### src/rtl/ldm_stm_sequencer_pkg.sv
// Shared definitions for the LDM/STM sequencer: FSM state encoding, addressing
// modes decoded from {P,U}, word size and a 16-bit population count.
package ldm_stm_sequencer_pkg;

  localparam int unsigned WORD_BYTES = 4;
  localparam int unsigned IDX_W      = 4;

  typedef enum logic [1:0] {
    StIdle = 2'd0,
    StXfer = 2'd1,
    StWb   = 2'd2,
    StDone = 2'd3
  } state_e;

  // Encoded as {p_bit, u_bit}.
  typedef enum logic [1:0] {
    ModeDa = 2'b00,
    ModeIa = 2'b01,
    ModeDb = 2'b10,
    ModeIb = 2'b11
  } amode_e;

  function automatic logic [4:0] popcount16(input logic [15:0] v);
    logic [4:0] c;
    c = '0;
    for (int i = 0; i < 16; i++) begin
      c = c + {4'b0000, v[i]};
    end
    return c;
  endfunction

endpackage

### src/rtl/ldm_stm_sequencer_if.sv
// Data-memory word access bus.
//   master (sequencer): drives req/we/addr/wdata, receives rdata/ack
//   slave  (memory)   : the reverse
interface ldm_stm_sequencer_if #(
  parameter int unsigned DW = 32
);
  logic          req;
  logic          we;
  logic [DW-1:0] addr;
  logic [DW-1:0] wdata;
  logic [DW-1:0] rdata;
  logic          ack;

  modport master (output req, we, addr, wdata, input rdata, ack);
  modport slave  (input req, we, addr, wdata, output rdata, ack);
endinterface

### src/rtl/ldm_stm_sequencer_lowest_set_bit.sv
// Priority encoder: index of the lowest set bit of a 16-bit vector.
//   vec   in  16  vector to scan
//   idx   out 4   index of lowest set bit (0 when vec is zero)
//   valid out 1   vec is non-zero
module ldm_stm_sequencer_lowest_set_bit (
  input  logic [15:0] vec,
  output logic [3:0]  idx,
  output logic        valid
);

  always_comb begin
    idx   = '0;
    valid = |vec;
    // Scan downwards so the lowest set bit is the last one written.
    for (int i = 15; i >= 0; i--) begin
      if (vec[i]) begin
        idx = 4'(i);
      end
    end
  end

endmodule

### src/rtl/ldm_stm_sequencer.sv
// Multicycle LDM/STM sequencer. Launched by start while idle, issues one word
// access per listed register (lowest register at lowest address), then an
// optional base writeback cycle and a one-cycle done pulse.
//   clk, reset                 clock, synchronous active-high reset
//   start/load/p_bit/u_bit/w_bit/rn/base/reglist   launch command
//   rf_ra2/rf_rd2              register read port for store data
//   rf_we3/rf_wa3/rf_wd3       loaded-register write port
//   rf_we4/rf_wa4/rf_wd4       base writeback port
//   pc_we/pc_wd                load into r15
//   mem                        data-memory bus (master side)
//   busy, done                 status
module ldm_stm_sequencer
  import ldm_stm_sequencer_pkg::*;
#(
  parameter int unsigned DW   = 32,
  parameter int unsigned NREG = 16
) (
  input  logic            clk,
  input  logic            reset,
  input  logic            start,
  input  logic            load,
  input  logic            p_bit,
  input  logic            u_bit,
  input  logic            w_bit,
  input  logic [3:0]      rn,
  input  logic [DW-1:0]   base,
  input  logic [NREG-1:0] reglist,
  input  logic [DW-1:0]   rf_rd2,
  output logic [3:0]      rf_ra2,
  output logic            rf_we3,
  output logic [3:0]      rf_wa3,
  output logic [DW-1:0]   rf_wd3,
  output logic            rf_we4,
  output logic [3:0]      rf_wa4,
  output logic [DW-1:0]   rf_wd4,
  output logic            pc_we,
  output logic [DW-1:0]   pc_wd,
  ldm_stm_sequencer_if.master mem,
  output logic            busy,
  output logic            done
);

  localparam logic [DW-1:0] Word = DW'(WORD_BYTES);

  state_e          state_q;
  logic [NREG-1:0] pending_q;
  logic [DW-1:0]   addr_q;
  logic [DW-1:0]   wb_q;
  logic            load_q;
  logic            wb_en_q;
  logic [3:0]      rn_q;

  logic [IDX_W-1:0] cur;
  logic             cur_valid;
  logic [NREG-1:0]  pending_next;
  logic [4:0]       n_words;
  logic [DW-1:0]    span;
  logic [DW-1:0]    start_addr;
  logic [DW-1:0]    wb_val;
  logic             in_xfer;
  logic             ack_ld;

  ldm_stm_sequencer_lowest_set_bit u_lsb (
    .vec   (pending_q),
    .idx   (cur),
    .valid (cur_valid)
  );

  assign pending_next = pending_q & ~({{(NREG-1){1'b0}}, 1'b1} << cur);

  // Launch-time address arithmetic, modulo 2^DW.
  always_comb begin
    n_words    = popcount16(reglist);
    span       = DW'({n_words, 2'b00});
    start_addr = base;
    unique case (amode_e'({p_bit, u_bit}))
      ModeIa: start_addr = base;
      ModeIb: start_addr = base + Word;
      ModeDa: start_addr = base - span + Word;
      ModeDb: start_addr = base - span;
    endcase
    wb_val = u_bit ? base + span : base - span;
  end

  always_ff @(posedge clk) begin
    if (reset) begin
      state_q   <= StIdle;
      pending_q <= '0;
      addr_q    <= '0;
      wb_q      <= '0;
      load_q    <= 1'b0;
      wb_en_q   <= 1'b0;
      rn_q      <= '0;
    end else begin
      unique case (state_q)
        StIdle: begin
          if (start) begin
            pending_q <= reglist;
            addr_q    <= start_addr;
            wb_q      <= wb_val;
            load_q    <= load;
            rn_q      <= rn;
            // Loaded base wins over writeback; r15 writeback is dropped.
            wb_en_q   <= w_bit && !(load && reglist[rn]) && (rn != 4'd15);
            state_q   <= (reglist == '0) ? StDone : StXfer;
          end
        end
        StXfer: begin
          if (mem.ack) begin
            pending_q <= pending_next;
            addr_q    <= addr_q + Word;
            if (pending_next == '0) begin
              state_q <= StWb;
            end
          end
        end
        StWb:    state_q <= StDone;
        StDone:  state_q <= StIdle;
        default: state_q <= StIdle;
      endcase
    end
  end

  // Enables are also masked by reset so an abort never lets one more write slip out.
  assign in_xfer   = (state_q == StXfer) && cur_valid && !reset;
  assign ack_ld    = in_xfer && mem.ack && load_q;

  assign mem.req   = in_xfer;
  assign mem.we    = in_xfer && !load_q;
  assign mem.addr  = in_xfer ? addr_q : '0;
  assign mem.wdata = in_xfer ? rf_rd2 : '0;
  assign rf_ra2    = in_xfer ? cur : '0;

  assign rf_we3    = ack_ld && (cur != 4'd15);
  assign rf_wa3    = rf_we3 ? cur : '0;
  assign rf_wd3    = rf_we3 ? mem.rdata : '0;
  assign pc_we     = ack_ld && (cur == 4'd15);
  assign pc_wd     = pc_we ? mem.rdata : '0;

  assign rf_we4    = (state_q == StWb) && wb_en_q && !reset;
  assign rf_wa4    = rf_we4 ? rn_q : '0;
  assign rf_wd4    = rf_we4 ? wb_q : '0;

  assign busy      = (state_q != StIdle);
  assign done      = (state_q == StDone);

endmodule

### src/flat_wrapper.sv
// flat-port wrapper written by rule: the top's interface ports become plain ports
module ldm_stm_sequencer_flat import ldm_stm_sequencer_pkg::*;
#(
  parameter int unsigned DW   = 32,
  parameter int unsigned NREG = 16
)
  (clk, reset, start, load, p_bit, u_bit, w_bit, rn, base, reglist, rf_rd2, rf_ra2, rf_we3, rf_wa3, rf_wd3, rf_we4, rf_wa4, rf_wd4, pc_we, pc_wd, busy, done, mem_req, mem_we, mem_addr, mem_wdata, mem_rdata, mem_ack);
  ldm_stm_sequencer_if #(.DW(DW)) mem_i ();
  input  logic clk;
  input  logic reset;
  input  logic start;
  input  logic load;
  input  logic p_bit;
  input  logic u_bit;
  input  logic w_bit;
  input  logic [3:0] rn;
  input  logic [DW-1:0] base;
  input  logic [NREG-1:0] reglist;
  input  logic [DW-1:0] rf_rd2;
  output logic [3:0] rf_ra2;
  output logic rf_we3;
  output logic [3:0] rf_wa3;
  output logic [DW-1:0] rf_wd3;
  output logic rf_we4;
  output logic [3:0] rf_wa4;
  output logic [DW-1:0] rf_wd4;
  output logic pc_we;
  output logic [DW-1:0] pc_wd;
  output logic busy;
  output logic done;
  output wire logic [$bits(mem_i.req)-1:0] mem_req;
  output wire logic [$bits(mem_i.we)-1:0] mem_we;
  output wire logic [$bits(mem_i.addr)-1:0] mem_addr;
  output wire logic [$bits(mem_i.wdata)-1:0] mem_wdata;
  input wire logic [$bits(mem_i.rdata)-1:0] mem_rdata;
  input wire logic [$bits(mem_i.ack)-1:0] mem_ack;
  assign mem_req = mem_i.req;
  assign mem_we = mem_i.we;
  assign mem_addr = mem_i.addr;
  assign mem_wdata = mem_i.wdata;
  assign mem_i.rdata = mem_rdata;
  assign mem_i.ack = mem_ack;
  ldm_stm_sequencer #(.DW(DW), .NREG(NREG)) u_core (.clk(clk), .reset(reset), .start(start), .load(load), .p_bit(p_bit), .u_bit(u_bit), .w_bit(w_bit), .rn(rn), .base(base), .reglist(reglist), .rf_rd2(rf_rd2), .rf_ra2(rf_ra2), .rf_we3(rf_we3), .rf_wa3(rf_wa3), .rf_wd3(rf_wd3), .rf_we4(rf_we4), .rf_wa4(rf_wa4), .rf_wd4(rf_wd4), .pc_we(pc_we), .pc_wd(pc_wd), .mem(mem_i), .busy(busy), .done(done));
endmodule
### config.mk
export PLATFORM = sky130hd
export DESIGN_NAME = ldm_stm_sequencer_flat
export DESIGN_NICKNAME = d
export VERILOG_FILES = /design/src/rtl/ldm_stm_sequencer_pkg.sv /design/src/rtl/ldm_stm_sequencer_if.sv /design/src/rtl/ldm_stm_sequencer_lowest_set_bit.sv /design/src/rtl/ldm_stm_sequencer.sv /design/src/flat_wrapper.sv
export SDC_FILE = /design/constraint.sdc
export NUM_CORES = 1
export LEC_CHECK = 0
export ABC_AREA = 0
export CORE_MARGIN = 2
export CORE_UTILIZATION = 25
export DETAILED_ROUTE_END_ITERATION = 6
export GPL_ROUTABILITY_DRIVEN = 0
export GPL_TIMING_DRIVEN = 0
export HOLD_SLACK_MARGIN = 0.1
export SLEW_MARGIN = 20
export SYNTH_ARGS = -nofsm -noshare
export SYNTH_HDL_FRONTEND = slang
export SYNTH_HIERARCHICAL = 1
export SYNTH_SLANG_ARGS = --single-unit
### constraint.sdc
create_clock -name clk -period 15.6 [get_ports clk]
set_input_delay 3.12 -clock clk [delete_from_list [all_inputs] [get_ports clk]]
set_output_delay 3.12 -clock clk [all_outputs]
set_load 0.01 [all_outputs]
Yosys cells after proc, flatten, opt, wreduce, memory -nomap -nowiden:

Index checks and enable logic that the tools add are counted.

* register bits after elaboration: 88
* input bits: 124
* output and inout bits: 179
* word-level logic and storage cells: 107

* $add $sub $neg: 20
* order comparisons: 1
* eq/ne operators: 12
* shifts and indexed selects: 1
* multiplexer cells: 39
* bitwise gates (word level): 2
* reductions and logical operators: 25

Operators by type and width (count)
* two-way mux 32 bit: 8
* case mux 32 bit (4 select lines): 1
* adder 32 x 3 -> 32 bit (second input constant): 3
* two-way mux 4 bit: 19
* adder 5 x 1 -> 5 bit: 14
* case mux 32 bit (2 select lines): 1
* adder 32 x 7 -> 32 bit: 1
* logical NOT 16 bit: 2
* two-way mux 16 bit: 2
* case mux 16 bit (2 select lines): 1
* subtractor 32 x 7 -> 32 bit: 1
* AND 16 bit: 1
* NOT 16 bit: 1
* OR reduction 16 bit: 1
* << shifter 1 x 4 -> 16 bit (first input constant): 1
* logical AND 1 bit: 12
* equality test 2 bit (second input constant): 4
* two-way mux 2 bit: 4
* != test 4 bit (second input constant): 2
* case mux 2 bit (4 select lines): 1
* AND reduction 3 bit: 2
* less-than comparator 4 x 5 -> 1 bit (second input constant): 1
* binary-select mux 1 bit (select 4 bit): 1
* equality test 2 x 1 -> 1 bit (second input constant): 2
* other kinds (9): 14

Logic depth before layout (Yosys ltp):

* word-level depth: 23
* gate-level depth with buffers: 25
* mapped depth without buffers: 23

Modules after synthesis:

The synthesis kept the hierarchy.

Modules (own cells, without submodules)
* ldm_stm_sequencer: times used 1, cells an instance 1458, area each 9905.8 sq um, sequential area each 1761.7 sq um
* ldm_stm_sequencer_lowest_set_bit: times used 1, cells an instance 34, area each 176.4 sq um, sequential area each 0.0 sq um

Worst setup path after synthesis:

OpenSTA, ideal clock, no wires.

* path kind: input port to flip-flop
* start: input reglist[0]
* end: register u_core.addr_q[26]
* library setup time: 0.132 ns
* data arrival time: 9.444 ns
* required time: 15.468 ns
* slack: 6.025 ns
* stages: 22
* buffers on the path: 2
* path through: inv_1 fa_1 fa_1 fa_1 fa_1 inv_1 ha_1 fa_1 a21o_1 and2_1 ha_1 nor4_1 or3_1 buf_2 or4_4 a222oi_1 nand3_2 or3_1 buf_2 or4_1 a311oi_1 nor3_1

* cells in the longest elaborated chain, start to end: 20

RTL lines
* from (decl): line flat_wrapper.sv:18 `input logic [NREG-1:0] reglist;`
* adder 1 x 1 -> 2 bit *: line ldm_stm_sequencer_pkg.sv:27 `c = c + {4'b0000, v[i]};`
* adder 5 x 1 -> 5 bit * (14 in series): line ldm_stm_sequencer_pkg.sv:27
* subtractor 32 x 7 -> 32 bit *: line ldm_stm_sequencer.sv:79, ldm_stm_sequencer.sv:80
* adder 32 x 3 -> 32 bit: line ldm_stm_sequencer.sv:79 `ModeDa: start_addr = base - span + Word;`
* case mux 32 bit (4 select lines) *: line ldm_stm_sequencer.sv:76 `unique case (amode_e'({p_bit, u_bit}))`
* two-way mux 32 bit *: line ldm_stm_sequencer.sv:97 `if (start) begin`
* case mux 32 bit (2 select lines) *: line ldm_stm_sequencer.sv:95 `unique case (state_q)`
* to (signal assigned): line ldm_stm_sequencer.sv:99 `addr_q <= start_addr;`
* to (signal assigned): line ldm_stm_sequencer.sv:111 `addr_q <= addr_q + Word;`
* to (decl): line ldm_stm_sequencer.sv:47 `logic [DW-1:0] addr_q;`

Every way passes the cells marked *; elsewhere a longest branch is shown, timed or not. The select of a mux whose other input is x is not followed.
A chain may end at the register's enable or synchronous reset.

Worst setup path in the final report:

* start: input reglist[11]
* end: register u_core.addr_q[26]

* cells in the longest elaborated chain, start to end: 10

RTL lines (line)
* adder 5 x 1 -> 5 bit * (5 in series): ldm_stm_sequencer_pkg.sv:27
* subtractor 32 x 7 -> 32 bit *: ldm_stm_sequencer.sv:79, ldm_stm_sequencer.sv:80
* adder 32 x 3 -> 32 bit: ldm_stm_sequencer.sv:79
* case mux 32 bit (4 select lines) *: ldm_stm_sequencer.sv:76
* two-way mux 32 bit *: ldm_stm_sequencer.sv:97
* case mux 32 bit (2 select lines) *: ldm_stm_sequencer.sv:95

Marks and branches as above.

==> summary.json <==
{
  "clock.fmax_ghz": 0.0943,
  "drc": 0,
  "core_area_sq_um": 39700,
  "setup_viol": 0,
  "crit_fanout": 10,
  "run_status": "finished clean",
  "grt_util_all_layers_pct": 21.9,
  "delay_heaviest_family_cp": "adder cells",
  "path_clk_slew_ns": 0.08,
  "worst_hold_path_type": "flip-flop to flip-flop",
  "pwr_density_cell_nw_per_um2": 119,
  "die_outline_width_microns": 205,
  "initial_core_util_pct": 25.4,
  "endpoint_kind": "flip-flop",
  "worstPathCellList": "clkdlybuf4s50_1 > inv_1 > fa_1 > fa_1 > fa_1 > fa_1 > inv_1 > ha_1 > fa_1 > a21o_1 > and2_1 > ha_1 > nor2_1 > o311a_1 > buf_1 > o21ai_0 > a222oi_1 > nand3_2 > or3_1 > buf_2 > or4_1 > a311oi_1 > nor3_1",
  "ff_to_ff_start": "u_core/state_q[1]$_SDFFE_PP0P_",
  "critical-path-slowest-cell": "clkdlybuf4s50_1",
  "pin_count_of_the_biggest_net_entering_global_routing": 16,
  "final_min_period_over_clock_period_pct": 68.0,
  "postCtsResizedCells": 0,
  "grt.overflow.total": 0,
  "placementRows": 73,
  "post_synthesis_cell_area_sq_um": 10100,
  "drtAntennaViolNets": 0,
  "drt_wl_total_mm": 47.8,
  "tns_ns": 0,
  "ys_seq_area_share_pct": 17.5,
  "holdBufCountCts": 0,
  "clock_tree.buffer_depth": 2,
  "insertion_delay_ns": 0.37,
  "clock-skew-final_ns": 0.00890,
  "post_cts.repair.setup_buffers": 0,
  "post_drt_wl_per_cell_microns": 20.6,
  "layout-area-overhead-vs-synth_pct": 38.7,
  "drive_above_1_share_pct": 3.23,
  "timing.final.hold_violations": 0,
  "floorplan.die.height_microns": 205,
  "diodes_inserted": 0,
  "clock_tree_from_tritoncts": "done",
  "crit-reg2reg-capture": "u_core/addr_q[4]$_SDFFE_PP0P_",
  "drt_iter0_markers": 1273,
  "fin_util_pct": 35.2,
  "startpoint_kind_of_the_worst_setup_timing_path": "input pin",
  "cpPeakStageDelay_ns": 0.62,
  "min_path_cells": 2,
  "first_global_vias": 11800,
  "placement.io_buffers": 289,
  "synth_edf_count": 0,
  "layout.cells.most_common": "clkdlybuf4s50_1",
  "antenna_found_initial": 0,
  "worst_ir_drop_vdd_v": 0.0000550,
  "maxSlewViolCount": 0,
  "cp_data_required_time_ns": 15.83,
  "min_delay_worst_endpoint": "u_core/wb_q[22]$_SDFFE_PP0P_",
  "relSlewSlack_pct": 21.5,
  "timing.critical_path.arrival_ns": 10.83,
  "maxCapViolCount": 0,
  "final_nets": 1955,
  "place.detailed.hpwl_mm": 39.1,
  "clock-sinks": 88,
  "tightest_slew_ns": 1.17,
  "report.power.total_w": 0.00166,
  "critPathKind": "input pin to flip-flop",
  "period_minus_slack_ns": 10.60,
  "synth-main-ff-cell": "dfxtp_1",
  "synthCells": 1492,
  "final_cell_mix": "clkdlybuf4s50_1 (289), nand2_1 (187), and2_1 (184)",
  "detail_route.vias_per_cell": 5.41,
  "fp.dieArea_sq_um": 42000,
  "rsz_0062_raised_after_global_routing": "false",
  "dpl-instance-area_sq_um": 13600,
  "fillerInstances": 4225,
  "synth.net_count": 1655,
  "critical_path_buf_inv_count": 5,
  "numCtsBuffers": 9,
  "htreeDepth": 3,
  "min-delay-start": "u_core/wb_q[22]$_SDFFE_PP0P_",
  "netlist-cell-type-count": 77,
  "synth-async-reset-ratio_pct": 0,
  "root_buffer": "clkbuf_16",
  "detailedRoute.firstPassIterationCount": 6,
  "dr_total_vias": 12600,
  "regToRegSetupSlack_ns": 12.14,
  "grt_first_pass_wirelength_mm": 70.9,
  "number_of_top_level_pins": 303,
  "final_cell_area_sq_um": 14000,
  "flops_latches_synth": 88,
  "leakage_nw": 4.86,
  "reg2reg_depth": 11,
  "synth_warnings": 6,
  "critical_path.most_common_cell": "fa_1",
  "synthesis.area_per_instance_sq_um": 6.76
}
-- stage by stage --
stage / hold slack (ns) / cells / worst slack [ns]
2_1_floorplan: 0.427 / 1492 / 6.02
3_3_place_gp: 0.441 / 2306 / 4.74
3_5_place_dp: 0.440 / 2306 / 4.70
4_1_cts: 0.449 / 2322 / 5.09
5_1_grt: 0.471 / 2322 / 4.58
6_report: 0.450 / 2322 / 5.00
-- worst max-delay path by stage --
stage                startpoint                        endpoint  slack [ns]  cells past startpoint
finish              reglist[11]  u_core/addr_q[26]$_SDFFE_PP0P_        5.00                     23
global route         reglist[5]  u_core/addr_q[26]$_SDFFE_PP0P_        4.58                     23
CTS                 reglist[11]  u_core/addr_q[26]$_SDFFE_PP0P_        5.09                     23
detailed placement  reglist[11]  u_core/addr_q[26]$_SDFFE_PP0P_        4.70                     23
global placement     reglist[0]  u_core/addr_q[26]$_SDFFE_PP0P_        4.74                     23
floorplan            reglist[0]  u_core/addr_q[26]$_SDFFE_PP0P_        6.02                     22
-- power by group --
group / total, W / internal [W] / switching, W
registers: 0.000343 / 0.000284 / 0.0000589
clock network: 0.000254 / 0.000150 / 0.000103
logic: 0.00107 / 0.000385 / 0.000682
total: 0.00166 / 0.000820 / 0.000844
-- cell families after synthesis --
kind of cell               Yosys count  synth area share (%)
and+or+nand+nor                    750                  39.2
xor gates and xnor gates            63                  5.47
adders and majority gates           39                  5.73
AOI/OAI and AO/OA                  363                  23.3
DFF                                 88                  17.5
muxes                               15                  2.13
buffers and inverters              174                  6.63
-- state kept, by name, summed over array words and instances (netlist names) --
name and cells:
u_core/pending_q 16, u_core/state_q 2, u_core/wb_q 32, u_core/addr_q 32, u_core/rn_q 4, u_core/load_q 1
u_core/wb_en_q 1
-- worst reg2reg max path: stages, from the launching register on --
cell	delay (ns)
dfxtp_1	0.35
inv_1	0.10
ha_1	0.25
clkinv_1	0.23
o22a_1	0.18
clkbuf_1	0.33
a21boi_0	0.37
clkbuf_1	0.51
clkbuf_1	0.55
o21ai_0	0.19
a22oi_1	0.22
nor2_1	0.06
-- cells in the mapped netlist (4+ instances only) --
library cell  number  area [sq um]
o211ai_1           5          37.5
o41ai_1            5          43.8
a31oi_1           19           119
a22oi_1           22           165
nor2b_1            4          25.0
nand3b_1           8          60.1
nand4b_1           4          35.0
a21o_1            12          90.1
o21bai_1           6          45.0
or3_1             20           125
o21a_1             4          30.0
xnor2_1           43           377
inv_1             59           221
nand2_1          187           702
nor3_1            50           250
a21boi_0           5          37.5
or2_2             10          62.6
and2_1           184          1150
and3_1            11          68.8
ha_1              27           338
mux2i_1            8          80.1
fa_1              12           240
dfxtp_1           88          1760
o31a_1             4          35.0
a2111oi_0          4          35.0
a21oi_1           99           495
nor4_1            35           219
and4_1             9          78.8
buf_1              9          33.8
o31ai_1           22           165
o22ai_1           13          81.3
mux4_2             5           113
or4_1             14           105
nand3_1           42           210
nand4_1           35           219
a211oi_1          15           113
buf_2              6          30.0
xor2_1            20           175
nand2b_1          19           119
clkbuf_1          97           364
nor2_1           104           390
a221oi_1           7          61.3
o21ai_0           80           400
o311a_1            4          40.0
-- layer usage --
layer / wire length, microns / GRT usage [%]
met3: 3890 / 3.87
met1: 20300 / 29.7
met2: 21600 / 34.2
met4: 1960 / 9.08
met5: 0 / 0
-- final cells by class --
type                            instances  area (sq um)  share of cell area, %
Sequential cell                        88          1760                   12.6
Multi-Input combinational cell       1230          7670                   54.8
Clock buffer                           11           253                   1.81
Buffer                                114           443                   3.17
Clock inverter                          5          85.1                  0.608
Tap cell                              525           657                   4.70
Timing Repair Buffer                  289          2890                   20.7
Inverter                               60           225                   1.61
Note: power is estimated with default switching activity, not from simulation.
